**src/rtl/or_reduce_pipe.sv**
```systemverilog
// Pipelined N-input bitwise OR reducer with per-channel masking.
// It also tracks valid samples and has a sticky accumulate mode.
// Stage 1 registers the OR of each group of three masked channels.
// Stage 2 merges those group results and updates the accumulator and Output.
// The latency from a sample to its Output is fixed at two cycles.
module or_reduce_pipe #(
  parameter int          UUID       = 0,
  parameter string       NAME       = "",
  parameter int unsigned NUM_INPUTS = 7,
  parameter int unsigned BIT_WIDTH  = 1
) (
  input  logic                            clk,
  input  logic                            rst,
  input  logic [NUM_INPUTS*BIT_WIDTH-1:0] Input,
  input  logic [NUM_INPUTS-1:0]           Mask,
  input  logic                            In_valid,
  input  logic                            Mode,
  input  logic                            Clear,
  output logic [BIT_WIDTH-1:0]            Output,
  output logic                            Out_valid,
  output logic                            Any
);

  localparam int unsigned NumGroups = (NUM_INPUTS + 2) / 3;
  localparam int unsigned NumPadded = NumGroups * 3;

  // Reject illegal sizes at elaboration.
  if (NUM_INPUTS < 2 || NUM_INPUTS > 64 || BIT_WIDTH < 1 || BIT_WIDTH > 64) begin : g_param_err
    $error("or_reduce_pipe: NUM_INPUTS must be 2..64 and BIT_WIDTH 1..64");
  end

  logic [NumPadded-1:0][BIT_WIDTH-1:0] chan_pad;
  logic [NumGroups-1:0][BIT_WIDTH-1:0] part_d, part_q;
  logic                                v1_q, mode1_q, clr1_q;

  logic [BIT_WIDTH-1:0] red;
  logic [BIT_WIDTH-1:0] acc_d, acc_q;
  logic [BIT_WIDTH-1:0] out_d, out_q;
  logic                 out_valid_d, out_valid_q;
  logic                 any_d, any_q;
  logic                 last_sticky_d, last_sticky_q;

  // Zero the masked channels and pad the last group of three with zero channels.
  always_comb begin
    chan_pad = '0;
    for (int unsigned k = 0; k < NUM_INPUTS; k++) begin
      chan_pad[k] = Mask[k] ? Input[k*BIT_WIDTH +: BIT_WIDTH] : '0;
    end
  end

  // Compute one partial OR for each group of three channels.
  always_comb begin
    part_d = '0;
    for (int unsigned g = 0; g < NumGroups; g++) begin
      part_d[g] = chan_pad[3*g] | chan_pad[3*g+1] | chan_pad[3*g+2];
    end
  end

  // Stage 1 registers. Partials and Mode are captured only for valid samples.
  // Clear is captured on every cycle.
  always_ff @(posedge clk) begin
    if (rst) begin
      part_q  <= '0;
      v1_q    <= 1'b0;
      mode1_q <= 1'b0;
      clr1_q  <= 1'b0;
    end else begin
      v1_q   <= In_valid;
      clr1_q <= Clear;
      if (In_valid) begin
        part_q  <= part_d;
        mode1_q <= Mode;
      end
    end
  end

  // Stage 2 next state. The clear is applied before a same-cycle sample is accumulated.
  always_comb begin
    red = '0;
    for (int unsigned g = 0; g < NumGroups; g++) begin
      red = red | part_q[g];
    end
    acc_d         = (clr1_q ? '0 : acc_q) | (v1_q ? red : '0);
    out_d         = out_q;
    out_valid_d   = 1'b0;
    last_sticky_d = last_sticky_q;
    if (v1_q) begin
      out_d         = mode1_q ? acc_d : red;
      out_valid_d   = 1'b1;
      last_sticky_d = mode1_q;
    end else if (clr1_q && last_sticky_q) begin
      // A lone clear zeroes the Output only when the Output is showing the sticky accumulator.
      out_d = '0;
    end
    any_d = |out_d;
  end

  // Stage 2 registers. The accumulator is updated on every cycle.
  always_ff @(posedge clk) begin
    if (rst) begin
      acc_q         <= '0;
      out_q         <= '0;
      out_valid_q   <= 1'b0;
      any_q         <= 1'b0;
      last_sticky_q <= 1'b0;
    end else begin
      acc_q         <= acc_d;
      out_q         <= out_d;
      out_valid_q   <= out_valid_d;
      any_q         <= any_d;
      last_sticky_q <= last_sticky_d;
    end
  end

  assign Output    = out_q;
  assign Out_valid = out_valid_q;
  assign Any       = any_q;

endmodule

```
**config.mk**
```make
export PLATFORM = sky130hd
export DESIGN_NAME = or_reduce_pipe
export DESIGN_NICKNAME = d
export VERILOG_FILES = /design/src/rtl/or_reduce_pipe.sv
export SDC_FILE = /design/constraint.sdc
export NUM_CORES = 1
export LEC_CHECK = 0
export CAP_MARGIN = 20
export CELL_PAD_IN_SITES_DETAIL_PLACEMENT = 0
export CELL_PAD_IN_SITES_GLOBAL_PLACEMENT = 2
export CORE_ASPECT_RATIO = 1.1
export CORE_MARGIN = 4
export CORE_UTILIZATION = 20
export CTS_BUF_LIST = sky130_fd_sc_hd__clkbuf_2
export CTS_CLUSTER_SIZE = 24
export DETAILED_ROUTE_END_ITERATION = 7
export GPL_ROUTABILITY_DRIVEN = 0
export GPL_TIMING_DRIVEN = 0
export PLACE_DENSITY = 0.84
export SYNTH_ARGS = -nofsm -noshare
export SYNTH_HDL_FRONTEND = slang
export SYNTH_SLANG_ARGS = --single-unit
```
**constraint.sdc**
```tcl
create_clock -name clk -period 0.95 [get_ports clk]
set_clock_uncertainty 0.05 [all_clocks]
set_input_delay 0.19 -clock clk [delete_from_list [all_inputs] [get_ports clk]]
set_output_delay 0.19 -clock clk [all_outputs]
set_load 0.005 [all_outputs]
```
**Word level (Yosys, flattened, before mapping)**

Index checks and enable logic that the tools add are counted.
Widths: inputs -> output; s select.

- Bitwise operators: 7
- Reductions and logical operators: 2
- Multiplexer cells: 13

Operator list:

| operator | number |
|---|---|
| $mux 1 | 13 |
| $or 1x1->1 | 7 |
| $reduce_bool 2->1 | 1 |
| $logic_and 1x1->1 | 1 |

- Output and inout port bits: 3
- Bits in registers: 10
- Word-level logic and storage cells: 32

**Depth between registers and ports, before layout**

Gate-level depths: netlist (run 1).

- Depth in word-level cells: 6
- Mapped depth: 3

**Least setup slack after synthesis (run 1)**

Ideal clock, no wire load.

- Path kind: register -> register
- Start point: register part_q[2] (netlist bit)
- End point: register any_q (netlist: Any)
- Cell stages (with the launch flop): 3
- Arrival time: 654 ps
- Path slack: 112 ps
- Period minus slack after synthesis: 838 ps
- Data required time: 766 ps
- Path buffers: 0
- Cell sequence: dfxtp_1 -> o31ai_1 -> a31oi_1

- Cells in the longest elaborated chain, start to end: 5

RTL lines:

| element | line | text |
|---|---|---|
| from (decl) | 33 | `logic [NumGroups-1:0][BIT_WIDTH-1:0] part_d, part_q;` |
| from (signal assigned) | 71 | `part_q <= part_d;` |
| $or 1x1->1 (*) | 81 | `red = red \| part_q[g];` |
| $mux 1 | 83 | `acc_d = (clr1_q ? '0 : acc_q) \| (v1_q ? red : '0);` |
| $or 1x1->1 | 83 |  |
| $mux 1 (*) | 88 | `out_d = mode1_q ? acc_d : red;` |
| $mux 1 (*) | 87 | `if (v1_q) begin` |
| to (signal assigned) | 110 | `any_q <= any_d;` |
| to (decl) | 40 | `logic any_d, any_q;` |

Mark *: on every way between the ends. The rest lies on a longest branch, timed or not.
A chain may end at the register's enable or synchronous reset.

==> flow_summary.ini, run 1 <==
[synthesis]
syn-num-nets = 55
ys_async_sr_fraction = 0
synth_top_area_cell = dfxtp_1
synth-edff-count = 0
ys_seq_area_frac = 0.5405
netlist_area_um2 = 370.4
yosys-top-cells-area = dfxtp_1 (54%), a222oi_1 (5.4%), mux2i_1 (5.4%)
synth_top_area_frac = 0.5405
syn_avg_cell_area_um2 = 10.29
ys.flop_type = dfxtp_1
synth.most_common_cell = dfxtp_1
yosys-top-cells-count = dfxtp_1 (10), nor2_1 (4), nor2b_1 (3)
synth_warnings = 0
synth_cells = 36
yosys_register_bits = 10
synth_cell_types = 16

[critical_path]
cp-start-kind = flip-flop
reg2reg_depth = 2
crit_type = reg2out
worstPathRequired_ps = 710
reg2reg_to = Any
r2r-start = part_q[2]
cp-end-kind = output port
rrSetupSlack_ps = 70
cp_data_arrival_time_ps = 770
cp_max_fo = 3

[power_and_ir_drop]
p_sw_frac = 0.2176
p_total_uw = 791.4
leakagePower_nw = 0.2609
vdd_drop_max_mv = 0.4031
pwr-share-clk = 0.260
p_int_uw = 619.2
power.net_switching_uw = 172.2
seqPwrFrac = 0.580
pwr-share-comb = 0.160
power_density_nw_per_um2 = 1307

[hold_path]
min_from = In_valid
hold_path_class = in2reg
min_delay_path_depth = 2
hold_path_end = part_q[0]

[cts]
clockBufferDepth = 2
clk_pin_slew_ps = 80
htreeDepth = 1
cts-root-buf = clkbuf_2
numClockSinks = 10
numCtsBuffers = 3
cts_tree = yes
clk_latency_ps = 230

[routing]
detail_route.wl_per_cell_um = 10.32
drc = 0
via_count = 366
wl_um = 795
drt.antenna.violating_nets = 0
drt_iter0_markers = 3
drt-pass1-iter-count = 4
avgViaCountPerCell = 4.753

[sta]
period_needed_ps = 1009
max_slew_margin = 0.7950
rsz0062_at_grt = yes
min_period_over_period = 1.062
slew_violations = 0
worst_pin_slew_ps = 307.6
layout_setup_ws_ps = -59.37
setup_violations = 1
finalHoldViolations = 0
fmax_mhz = 990.7

[final_layout]
drive_gt1_frac = 0.2034
fill_cells = 200
area_delta_synth_final_pct = 63.51
fin_area_um2 = 605.6
nets = 80
antenna_cells = 0

[floorplan]
ioPinCount = 22
rows = 16
start_util = 0.2102
die_y_um = 53.13
dieWidth_um = 49.03
dieArea_um2 = 2605
core-area_um2 = 1762

[global_route]
antenna_found_initial = 0
globalRouteOverflowTotal = 0
grt_max_degree = 11
grt_pass1_wl_um = 1290
grt_use_total = 0.06822
grt_pass1_vias = 343

[placement]
dpl_worst_slack_ps = -304.5
dpl_cell_area_um2 = 583.1
portBuffers = 19
hpwl_um = 666.2

[outcome]
violations = negative setup slack
status = complete, but fails checks

[run]
maxCapViolations = 0
-- layer usage --
layer / global-route usage / vias up / wire length (µm)
met3: 0.03099 / 0 / 98
met1: 0.05753 / 171 / 294
li1: - / 178 / -
met4: 0.05381 / 0 / 0
met2: 0.1239 / 17 / 402
met5: 0 / - / 0
-- placed cells by master, fill, tap and decap left out, types with 2 or more instances in the layout --
| master | netlist | routed |
|---|---|---|
| dlymetal6s2s_1 | 0 | 2 |
| dlygate4sd2_1 | 0 | 5 |
| a21oi_1 | 2 | 2 |
| buf_4 | 2 | 2 |
| nor2_1 | 4 | 4 |
| clkdlybuf4s50_1 | 0 | 9 |
| dfxtp_1 | 10 | 9 |
| nor2b_1 | 3 | 3 |
| buf_2 | 1 | 3 |
| a222oi_1 | 2 | 2 |
| nand2b_1 | 2 | 2 |
| buf_6 | 0 | 2 |
| a211oi_1 | 2 | 2 |
| clkbuf_2 | 0 | 3 |
| mux2i_1 | 2 | 2 |
-- critical path, cell delays in order, from the launching register on --
cell,delay (ps)
dfxtp_2,330
buf_6,110
buf_6,100
-- worst max path at each step --
stage / startpoint / to / slack, ps / cells past startpoint
finish: Any / Output / -60 / 2
floorplan: part_q[2] / Any / 110 / 2
global placement: Mask[3] / part_q[1] / -280 / 3
CTS: Any / Output / -80 / 2
detailed placement: Mask[3] / part_q[1] / -300 / 3
global route: Any / Output / -110 / 2
-- power by group through the flow --
stage / Clock (mW) / Sequential, mW / Combinational (mW)
detailed placement: 0 / 0.467 / 0.135
floorplan: 0 / 0.464 / 0.0480
global route: 0.243 / 0.464 / 0.138
global placement: 0 / 0.466 / 0.132
finish: 0.206 / 0.459 / 0.127
CTS: 0.218 / 0.458 / 0.130
-- final cells by class --
| cell class | instances | area, µm² | area share |
|---|---|---|---|
| timing repair buffer | 20 | 187.7 | 0.3099 |
| tap | 18 | 22.52 | 0.03719 |
| multi-input combinational | 23 | 155.1 | 0.2562 |
| buffer | 3 | 23.77 | 0.03926 |
| sequential | 10 | 201.4 | 0.3326 |
| clock buffer | 3 | 15.01 | 0.02479 |
-- logic make-up after synthesis --
kind of cell           count (synthesis)  share of synthesized area
flip-flops                            10                     0.5405
AO/OA/AOI/OAI                          8                     0.1588
buffers and inverters                  3                    0.05403
AND/OR/NAND/NOR                       13                     0.1925
multiplexers                           2                    0.05406
-- state kept, by name, indices dropped and copies added, names as in the netlist --
register,flops
Any,1
clr1_q,1
acc_q,1
part_q,3
mode1_q,1
v1_q,1
Out_valid,1
last_sticky_q,1
-- per-stage QoR --
step,instances,hold WS [ps],setup TNS (ps),utilization
after global placement,73,395.9,-933.9,0.3310
after floorplan,36,268.2,0,-
final,77,148.0,-59.37,0.3438
after detailed placement,73,404.4,-1015,0.3310
after global routing,77,129.1,-137.1,0.3438
after CTS,77,141.6,-76.26,0.3381
-- what timing repair did --
| action | 4_1_cts | 5_1_grt |
|---|---|---|
| setup endpoints to repair | 5 | 6 |
| hold buffers | 0 | 0 |
| pin swaps | 4 | 4 |
| gates cloned | 0 | 0 |
| resized for setup | 20 | 3 |
| setup buffers | 1 | 0 |
(Power assumes the default switching activity.)
==> run 2: changes to the inputs <==
==> config.mk (replaced) <==
export PLATFORM = sky130hd
export DESIGN_NAME = or_reduce_pipe
export DESIGN_NICKNAME = d
export VERILOG_FILES = /design/src/rtl/or_reduce_pipe.sv
export SDC_FILE = /design/constraint.sdc
export NUM_CORES = 1
export LEC_CHECK = 0
export CAP_MARGIN = 30
export CORE_AREA = 4 4 41 43
export CTS_BUF_LIST = sky130_fd_sc_hd__clkbuf_2
export CTS_CLUSTER_SIZE = 24
export DETAILED_ROUTE_END_ITERATION = 7
export DIE_AREA = 0 0 45 47
export GPL_ROUTABILITY_DRIVEN = 0
export GPL_TIMING_DRIVEN = 0
export PLACE_DENSITY = 0.69
export SYNTH_ARGS = -nofsm -noshare
export SYNTH_HDL_FRONTEND = slang
export SYNTH_SLANG_ARGS = --single-unit
==> constraint.sdc (replaced) <==
create_clock -name clk -period 1 [get_ports clk]
set_clock_uncertainty 0.05 [all_clocks]
set_input_delay 0.2 -clock clk [delete_from_list [all_inputs] [get_ports clk]]
set_output_delay 0.2 -clock clk [all_outputs]
set_load 0.005 [all_outputs]
==> run 2 against run 1 <==
Compared with the run above:
- sequential share of layout area rose by 0.35 points
- cell count decreased by 3.9%
- die area shrank 19%
- utilization grew 12 points
- design area down 1.0%
- clock power rose by 11%
- largest power group unchanged
- the flow still finishes with violations (negative setup slack)
- non-clock buffer count shrank 1
- register-to-register slack improved by 60 ps
- first-iteration DRC count up 67%
- power fell by 0.44%
==> flow_summary.ini, run 2 (synthesis gave the netlist of run 1 again) <==
[routing]
via_count = 349
drt_iter0_markers = 5
drt.antenna.violating_nets = 0
wl_um = 749
avgViaCountPerCell = 4.716
drc = 0
detail_route.wl_per_cell_um = 10.12
drt-pass1-iter-count = 4

[outcome]
violations = negative setup slack
status = complete, but fails checks

[final_layout]
multi_input_area_um2 = 155.1
regArea_um2 = 201.4
nets = 79
stdcell_count = 74
mostFrequentLayoutCell = clkdlybuf4s50_1
fin_area_um2 = 599.3
max_flop_register = part_q
area_delta_synth_final_pct = 61.82
antenna_cells = 0
largest_register_ffs = 3
drive_gt1_frac = 0.1864
fill_cells = 144
mostFrequentLayoutCells = clkdlybuf4s50_1 (16), dfxtp_1 (9), nor2_1 (4)

[critical_path]
worstPathRequired_ps = 750
reg2reg_depth = 2
crit_type = reg2out
max_stage_delay_ps = 350
cp-end-kind = output port
critical_path.cell_chain = buf_6 -> buf_6
crit_start = Any
cp_data_arrival_time_ps = 810
cp_max_fo = 3
r2r-start = part_q[2]
cp-start-kind = flip-flop
worst_path_most_repeated_cell = buf_6
crit_slowest_cell = dfxtp_2

[floorplan]
die_y_um = 47
dieWidth_um = 45
ioPinCount = 22
core-area_um2 = 1301
rows = 13
start_util = 0.2846
dieArea_um2 = 2115

[power_and_ir_drop]
leakagePower_nw = 0.2321
p_total_uw = 788.0
power_density_nw_per_um2 = 1315
vdd_drop_max_mv = 0.6503

[sta]
setup_tns_ps = -57.47
rsz0062_at_grt = yes
worst_pin_slew_ps = 274.3
min_period_over_period = 1.057
max_slew_margin = 0.8172
slew_violations = 0
setup_violations = 1
period_needed_ps = 1057
fmax_mhz = 945.7
finalHoldViolations = 0
hold_ws_ps = 126.3
layout_setup_ws_ps = -57.47

[placement]
dpl_cell_area_um2 = 579.3
dpl.cell_count = 70
hpwl_um = 596
portBuffers = 19

[cts]
cts_tree = yes
cts-root-buf = clkbuf_2
numCtsBuffers = 3
clk_latency_ps = 250
clk_pin_slew_ps = 110
htreeDepth = 1
cts_setup_buffers = 0
numClockSinks = 10
hold_buffers = 0
clockBufferDepth = 2

[hold_path]
min_delay_path_depth = 2
hold_path_class = in2reg
min_from = In_valid

[global_route]
globalRouteOverflowTotal = 0
antenna_found_initial = 0
grt_pass1_vias = 345
grt_pass1_wl_um = 1283
grt_max_degree = 11
grt_use_total = 0.08947

[run]
maxCapViolations = 0
[run 2: cell count changes in the layout (fill, tap and decap cells not counted)]
cell | before | now
clkdlybuf4s50_1 | 9 | 16
dlygate4sd2_1 | 5 | 0
dlymetal6s2s_1 | 2 | 0
buf_4 | 2 | 1
clkinv_1 | 0 | 1
[run 2: layout make-up]
cell class,count,area share
plain buffers,3,0.03967
multi-input cells,23,0.2589
repair buffers,19,0.3027
flip-flops and latches,10,0.3361
well taps,15,0.03132
clock buffers,3,0.02505
clock inverters,1,0.006263
[run 2: repair_timing]
action,4_1_cts,5_1_grt
gates resized for setup,15,1
gates cloned,0,0
endpoints found under the setup margin,3,3
[run 2: worst max-delay path: cells and delay by family, from the launching register on]
kind | cells | cell delay [ps]
flip-flops | 1 | 350
buffers and inverters | 2 | 210
[run 2: power by group]
group / leakage (nW) / internal (mW) / switching [mW]
combinational: 0.135 / 0.0914 / 0.0324
clock: 0.0140 / 0.0869 / 0.141
sequential: 0.0828 / 0.421 / 0.0155
total: 0.232 / 0.599 / 0.189
[run 2: path summary, 6_finish.rpt]
check / end / slack, ps
worst max-delay path: Output / -60
worst min-delay path: part_q[1] / 130
worst min register to register: acc_q / 430
worst max register to register: Any / 130
[run 2: metal layers]
metal  routed length, µm  global-route usage  part of all wire
met5                   0                   0                 0
met4                   8             0.08772             0.011
met3                 121             0.04598              0.16
met1                 298             0.08696              0.40
met2                 321              0.1356              0.43
[run 2: stage by stage]
step | util | setup WS, ps
6_report | 0.4606 | -57.47
5_1_grt | 0.4606 | -96.46
3_5_place_dp | 0.4452 | -254.9
4_1_cts | 0.4567 | -66.71
2_1_floorplan | - | 162.4
3_3_place_gp | 0.4452 | -234.3
==> run 3: changes to the inputs <==
--- a/config.mk
+++ b/config.mk
@@ -13,7 +13,9 @@
 export DIE_AREA = 0 0 45 47
 export GPL_ROUTABILITY_DRIVEN = 0
 export GPL_TIMING_DRIVEN = 0
+export MAX_ROUTING_LAYER = met4
 export PLACE_DENSITY = 0.69
+export RECOVER_POWER = 25
 export SYNTH_ARGS = -nofsm -noshare
 export SYNTH_HDL_FRONTEND = slang
 export SYNTH_SLANG_ARGS = --single-unit
==> run 3 against run 2 <==
Compared with the run above:
- the run still ends with negative setup slack left
- sequential power is essentially flat
- cell count did not move
- clock power hardly changed
- worst hold slack is essentially flat
- largest cell class unchanged
- largest power group unchanged
==> flow_summary.ini, run 3 (synthesis gave the netlist of run 1 again) <==
[outcome]
status = complete, but fails checks
violations = negative setup slack

[routing]
detail_route.wl_per_cell_um = 10.15
drt_iter0_markers = 5
avgViaCountPerCell = 4.716
via_count = 349
wl_um = 751
drt-pass1-iter-count = 4
drt.antenna.violating_nets = 0
drc = 0

[critical_path]
cp-start-kind = flip-flop
rrSetupSlack_ps = 130
crit_type = reg2out
reg2reg_depth = 2
worstPathRequired_ps = 750
crit_start = Any
r2r-start = part_q[2]
cp_max_fo = 3
reg2reg_to = Any
cp_data_arrival_time_ps = 810
cp-end-kind = output port

[final_layout]
largest_register_ffs = 3
mostFrequentLayoutCell = clkdlybuf4s50_1
fill_cells = 145
nets = 79
stdcell_count = 74
fin_util = 0.4596
max_flop_register = part_q
antenna_cells = 0
mostFrequentLayoutCells = clkdlybuf4s50_1 (15), dfxtp_1 (9), nor2_1 (4), nor2b_1 (3), clkbuf_2 (3)
drive_gt1_frac = 0.1695
area_delta_synth_final_pct = 61.49

[floorplan]
core-area_um2 = 1301
rows = 13
die_y_um = 47
ioPinCount = 22
dieWidth_um = 45
dieArea_um2 = 2115
start_util = 0.2846

[cts]
htreeDepth = 1
clk_pin_slew_ps = 110
numCtsBuffers = 3
clockBufferDepth = 2
numClockSinks = 10
hold_buffers = 0
cts-root-buf = clkbuf_2
clk_latency_ps = 250
cts_tree = yes
cts_setup_buffers = 0

[hold_path]
min_from = In_valid
hold_path_end = part_q[1]
hold_path_class = in2reg
min_delay_path_depth = 2

[sta]
setup_violations = 1
slew_violations = 0
max_slew_margin = 0.7259
layout_setup_ws_ps = -57.36
period_needed_ps = 1057
rsz0062_at_grt = yes
fmax_mhz = 945.8
finalHoldViolations = 0
min_period_over_period = 1.057
worst_pin_slew_ps = 411.2

[power_and_ir_drop]
power_density_nw_per_um2 = 1315
p_total_uw = 786.6
vdd_drop_max_mv = 0.6497
leakagePower_nw = 0.2296

[global_route]
globalRouteOverflowTotal = 0
grt_max_degree = 11
grt_pass1_wl_um = 1283
antenna_found_initial = 0
grt_use_total = 0.09240
grt_pass1_vias = 345

[placement]
portBuffers = 19
dpl_worst_slack_ps = -254.9
hpwl_um = 596
dpl.cell_count = 70

[run]
maxCapViolations = 0
[run 3: power by group]
group / internal (mW) / total [mW] / switching (mW)
sequential: 0.421 / 0.436 / 0.0155
clock: 0.0869 / 0.228 / 0.141
combinational: 0.0901 / 0.122 / 0.0324
[run 3: through the flow]
stage               hold slack (ps)  TNS (ps)  cell area [µm²]
finish                        126.4    -57.36            598.1
global route                  131.5    -120.5            598.1
CTS                           119.9    -66.71            594.3
detailed placement            401.7    -775.6            579.3
global placement              400.0    -726.0            579.3
floorplan                     278.2         0            370.4
[run 3: area by class of cell]
type	instances	area (µm²)	share of cell area
clock buffers	3	15.01	0.02510
clock inverters	1	3.754	0.006276
plain buffers	3	22.52	0.03766
flip-flops and latches	10	201.4	0.3368
multi-input cells	23	155.1	0.2594
well taps	15	18.77	0.03138
repair buffers	19	181.4	0.3033
[run 3: how the worst max path moves through the flow]
stage                           end  depth (start not counted)
after detailed placement  part_q[0]                          3
after floorplan                 Any                          2
after global routing         Output                          2
after global placement    part_q[0]                          3
after CTS                    Output                          2
final                        Output                          2
[run 3: per-layer routing]
| metal | track usage | share of wire | up-vias | wire length, µm |
|---|---|---|---|---|
| li1 | - | - | 175 | - |
| met1 | 0.09382 | 0.42 | 148 | 315 |
| met2 | 0.1356 | 0.43 | 24 | 321 |
| met3 | 0.03448 | 0.14 | 2 | 105 |
| met4 | 0.08772 | 0.011 | 0 | 8 |
| met5 | - | 0 | - | 0 |
[run 3: what timing repair did]
action	in CTS	in global routing
pin swaps	0	0
setup endpoints to repair	3	3
resized for setup	15	1
endpoints found under the hold margin	0	0
[run 3: critical path, stage by stage (launching register included)]
cell and delay, ps:
dfxtp_2 350, buf_6 110, buf_6 100
